File: src/rtl/seg7_bcd_reader.sv
// Debounces an active-low 7-segment input and reports each newly settled digit over a valid/ready handshake.
// Define SEG7_BCD_ERR_EN to also report undecodable stable patterns (err = 1, bcd = 4'hF).
module seg7_bcd_reader #(
  parameter int STABLE_CYCLES = 4
) (
  input  logic       clk,
  input  logic       rst,
  input  logic [6:0] seg_n,
  output logic [3:0] bcd,
  output logic       out_valid,
  input  logic       out_ready,
  output logic       err
);

  typedef enum logic [1:0] {IDLE, SETTLE, PRESENT} state_t;

  localparam logic [7:0] STABLE_W = 8'(STABLE_CYCLES);
  localparam logic [6:0] BLANK    = 7'h7F;

  state_t      r_state;
  state_t      w_state_nxt;
  logic [6:0]  r_seg_q;
  logic [6:0]  r_last_pat;
  logic [7:0]  r_run_cnt;
  logic [7:0]  w_run_nxt;
  logic [3:0]  r_bcd;
  logic [4:0]  w_dec;
  logic        w_stable;
  logic        w_blank;
  logic        w_new;
  logic        w_reportable;
  logic        w_load;
  logic        w_blank_clr;

  // {is_digit, digit} for a registered active-low pattern
  function automatic logic [4:0] decode(input logic [6:0] s);
    case (s)
      7'b0000001: return {1'b1, 4'd0};
      7'b1001111: return {1'b1, 4'd1};
      7'b0010010: return {1'b1, 4'd2};
      7'b0000110: return {1'b1, 4'd3};
      7'b1001100: return {1'b1, 4'd4};
      7'b0100100: return {1'b1, 4'd5};
      7'b0100000: return {1'b1, 4'd6};
      7'b0001111: return {1'b1, 4'd7};
      7'b0000000: return {1'b1, 4'd8};
      7'b0000100: return {1'b1, 4'd9};
      default:    return 5'b0_0000;
    endcase
  endfunction

  always_comb begin
    if (seg_n != r_seg_q)
      w_run_nxt = 8'd1;
    else if (r_run_cnt >= STABLE_W)
      w_run_nxt = STABLE_W;
    else
      w_run_nxt = r_run_cnt + 8'd1;
  end

  // Stability is judged on the edge where the count reaches its limit
  assign w_stable = (seg_n == r_seg_q) && (w_run_nxt == STABLE_W);
  assign w_blank  = (r_seg_q == BLANK);
  assign w_new    = (r_seg_q != r_last_pat);
  assign w_dec    = decode(r_seg_q);

`ifdef SEG7_BCD_ERR_EN
  assign w_reportable = w_new && !w_blank;
`else
  assign w_reportable = w_new && !w_blank && w_dec[4];
`endif

  always_ff @(posedge clk) begin
    if (rst) begin
      r_seg_q   <= BLANK;
      r_run_cnt <= 8'd0;
      r_state   <= IDLE;
    end else begin
      r_seg_q   <= seg_n;
      r_run_cnt <= w_run_nxt;
      r_state   <= w_state_nxt;
    end
  end

  always_comb begin
    w_state_nxt = r_state;
    case (r_state)
      IDLE: begin
        if (w_stable && w_reportable)
          w_state_nxt = PRESENT;
        else if (w_new && !(w_stable && w_blank))
          w_state_nxt = SETTLE;
      end
      SETTLE: begin
        if (!w_new)
          w_state_nxt = IDLE;
        else if (w_stable && w_reportable)
          w_state_nxt = PRESENT;
        else if (w_stable && w_blank)
          w_state_nxt = IDLE;
      end
      PRESENT: begin
        if (out_ready)
          w_state_nxt = IDLE;
      end
      default: w_state_nxt = IDLE;
    endcase
  end

  // Report data is captured only on entry to PRESENT, so it holds while the consumer stalls
  always_comb begin
    out_valid   = (r_state == PRESENT);
    w_load      = (r_state != PRESENT) && w_stable && w_reportable;
    w_blank_clr = (r_state != PRESENT) && w_stable && w_blank && w_new;
  end

`ifdef SEG7_BCD_ERR_EN
  logic r_err;

  always_ff @(posedge clk) begin
    if (rst) begin
      r_bcd      <= 4'd0;
      r_err      <= 1'b0;
      r_last_pat <= BLANK;
    end else if (w_load) begin
      r_bcd      <= w_dec[4] ? w_dec[3:0] : 4'hF;
      r_err      <= !w_dec[4];
      r_last_pat <= r_seg_q;
    end else if (w_blank_clr) begin
      r_last_pat <= BLANK;
    end
  end

  assign err = r_err;
`else
  always_ff @(posedge clk) begin
    if (rst) begin
      r_bcd      <= 4'd0;
      r_last_pat <= BLANK;
    end else if (w_load) begin
      r_bcd      <= w_dec[3:0];
      r_last_pat <= r_seg_q;
    end else if (w_blank_clr) begin
      r_last_pat <= BLANK;
    end
  end

  assign err = 1'b0;
`endif

  assign bcd = r_bcd;

endmodule

File: config.mk
export PLATFORM = sky130hd
export DESIGN_NAME = seg7_bcd_reader
export DESIGN_NICKNAME = d
export VERILOG_FILES = /design/src/rtl/seg7_bcd_reader.sv
export SDC_FILE = /design/constraint.sdc
export NUM_CORES = 1
export LEC_CHECK = 0
export CORE_ASPECT_RATIO = 1.1
export CORE_MARGIN = 4
export CORE_UTILIZATION = 55
export DETAILED_ROUTE_END_ITERATION = 12
export DONT_BUFFER_PORTS = 1
export GPL_ROUTABILITY_DRIVEN = 0
export PLACE_DENSITY = 0.66
export SLEW_MARGIN = 10
export SYNTH_ARGS = -nofsm -noshare
export SYNTH_HDL_FRONTEND = slang
export SYNTH_SLANG_ARGS = --single-unit
File: constraint.sdc
create_clock -name clk -period 2.5 [get_ports clk]
set_input_delay 0.75 -clock clk [delete_from_list [all_inputs] [get_ports clk]]
set_output_delay 0.75 -clock clk [all_outputs]
set_load 0.03 [all_outputs]
==> flow_summary.ini, run 1 <==
[detailed_routing]
drt-total-wl_mm = 2.534
viasPerCell = 5.586
drtPass1Iterations = 4
drt_iter0_markers = 20
vias = 1039
wire_per_inst_um = 13.62
drc = 0
detail-route-antenna-nets = 0

[global_route]
grt_pass1_wl_mm = 4.498
grt_pass1_vias = 1033
track_usage_pct = 17.30
top_usage_layer = met2
grt_antenna_before_repair = 0
grt_util_met1_pct = 19.79
use_met2_pct = 31.25
met3_usage_pct = 3.240
grt_max_degree = 24
overflow = 0

[worst_setup_path]
end_kind = register
path_class = register to register
required_ns = 2.70
start_kind = register
cp_max_fo = 7
r2r_cells = 7
cp.arrival_ns = 2.42

[final_layout]
num-fill-cells = 208
layout.nets = 169
num_antenna_cells = 0
drive_above_1_share_pct = 16.03
fin_area_um2 = 1469
area_delta_synth_final_pct = 8.004

[synth]
yosysWarnings = 0
synth_cell_type_count = 45
synthArstFlopShare_pct = 0
yosysTopAreaCell = dfxtp_1
syn_avg_cell_area_um2 = 9.128
synthTopCellsByCount = dfxtp_1 (28), nor2_1 (21), xor2_1 (10)
synth-seq-cells = 28
ys_seq_area_share_pct = 41.21
syn-cell-area_um2 = 1360
synth_area_leaders = dfxtp_1 (41%), xor2_1 (6.4%), nor2_1 (5.8%)
yosys.area.top_type_share_pct = 41.21
synthFlopType = dfxtp_1
synth-edff-count = 0
synthCells = 149
synth_most_common_cell = dfxtp_1

[clock_tree]
postCtsSetupRepairBufs = 0
htreeDepth = 1
cts_resized = 0
numCtsBuffers = 3
clk_path_buf_depth = 2
clock-sinks = 28
clk_latency_ns = 0.32
cts_tree = yes
cts_hold_buffers = 0
cts-root-buf = clkbuf_4
clk_pin_slew_worst_paths_ns = 0.14

[timing]
finalHoldViolCount = 0
clock.fmax_mhz = 449.3
final.setup_skew_ns = 0.004956
relSlewSlack_pct = 60.32
fin_hold_ws_ns = 0.4689
drv_slew = 0
worst_pin_slew_ns = 0.5902
finalSetupTns_ns = 0
setup_viol = 0
rsz0062_at_grt = no
finalCritPeriodShare_pct = 89.02
period_needed_ns = 2.226
fin_ws_ns = 0.2744

[floorplanning]
die_w_um = 55.42
die_h_um = 60.16
rows = 18
ioPinCount = 16
design.core.area_um2 = 2297
dieArea_um2 = 3333
start_util_pct = 59.20

[placed_design]
place_area_um2 = 1416
port_buffers = 0
dpl.hpwl_mm = 1.940
place_ws_ns = 0.07308

[power]
ir_drop_v = 0.0003880
p_int_uw = 656.2
combPwrFrac_pct = 8.9
p_per_area_nw_per_um2 = 566.4
p_clk_share_pct = 34.7
p_sw_uw = 175.8
finalPower_uw = 832.0
p_sw_share_pct = 21.13
p_leak_uw = 0.0005544
seqPwrFrac_pct = 56.5

[status]
status = completed

[hold_path]
holdCritPathClass = input pin to register
min_path_cells = 1

[flow_run]
drv_cap = 0
==> cell families after synthesis <==
group	after synthesis	synth area share, %
buffers and inverters	16	6.346
AO/OA/AOI/OAI	27	16.28
multiplexers	2	1.472
adder cells (fa/ha/maj)	2	1.840
other	1	0.2757
AND/OR/NAND/NOR	58	22.91
flip-flops	28	41.21
XOR/XNOR	15	9.659
==> registers in the layout, indices dropped and copies added (netlist names) <==
register	cells
r_run_cnt	8
bcd	4
r_seg_q	7
r_last_pat	7
r_state	2
==> worst max-delay path: stages, from the launching register on <==
cell	delay (ns)
dfxtp_1	0.40
buf_4	0.18
or3_1	0.43
o41ai_1	0.09
o21ai_1	0.19
a2111oi_4	0.38
nand2b_1	0.24
a2bb2oi_1	0.19
==> cells in the final DEF, fill, tap and decap left out, types with 3 or more instances in the layout <==
| cell | count |
|---|---|
| a21oi_1 | 5 |
| a2bb2oi_1 | 7 |
| buf_4 | 9 |
| clkbuf_4 | 3 |
| conb_1 | 6 |
| dfxtp_1 | 28 |
| inv_1 | 4 |
| nand2_1 | 6 |
| nor2_1 | 21 |
| nor3_1 | 4 |
| or2_2 | 7 |
| xnor2_1 | 5 |
| xor2_1 | 10 |
==> cell type report <==
| cell class | count | area [µm²] | share of cell area [%] |
|---|---|---|---|
| repair buffers | 9 | 67.56 | 4.600 |
| inverters | 5 | 18.77 | 1.278 |
| well taps | 30 | 37.54 | 2.555 |
| flip-flops and latches | 28 | 560.5 | 38.16 |
| clock inverters | 1 | 30.03 | 2.044 |
| multi-input cells | 110 | 732.0 | 49.83 |
| clock buffers | 3 | 22.52 | 1.533 |
==> metrics by stage <==
stage | util [%] | std cells
5_1_grt | 63.94 | 186
2_1_floorplan | - | 154
6_report | 63.94 | 186
3_5_place_dp | 61.66 | 182
3_3_place_gp | 61.66 | 182
4_1_cts | 63.94 | 186
==> per-layer routing <==
metal | routed length, µm | share of wire (%)
met1 | 1084 | 43
met2 | 1231 | 49
met3 | 170 | 6.7
met4 | 48 | 1.9
met5 | 0 | 0
==> worst paths after layout <==
kind	slack (ns)	startpoint	to
worst max-delay path	0.27	r_seg_q[0]$_SDFF_PP1_	r_last_pat[4]$_SDFFE_PP1P_
worst min-delay path	0.47	rst	r_state[1]$_SDFFE_PP0P_
worst max register to register	0.27	r_seg_q[0]$_SDFF_PP1_	r_last_pat[4]$_SDFFE_PP1P_
worst min register to register	0.53	r_last_pat[1]$_SDFFE_PP1P_	r_last_pat[1]$_SDFFE_PP1P_
==> power by group through the flow <==
stage / logic [µW] / registers (µW) / clock network, µW
final: 73.6 / 470 / 288
after global routing: 81.5 / 472 / 326
after CTS: 73.6 / 470 / 301
after detailed placement: 73.4 / 480 / 0
after global placement: 71.7 / 479 / 0
after floorplan: 69.2 / 474 / 0
Power figures use the tool's default switching activity.
==> run 2: changes to the inputs <==
CTS_CLUSTER_DIAMETER = 40   (was default)
==> results of run 2 <==
Final layout, timing and power as in run 1 (identical DEF).
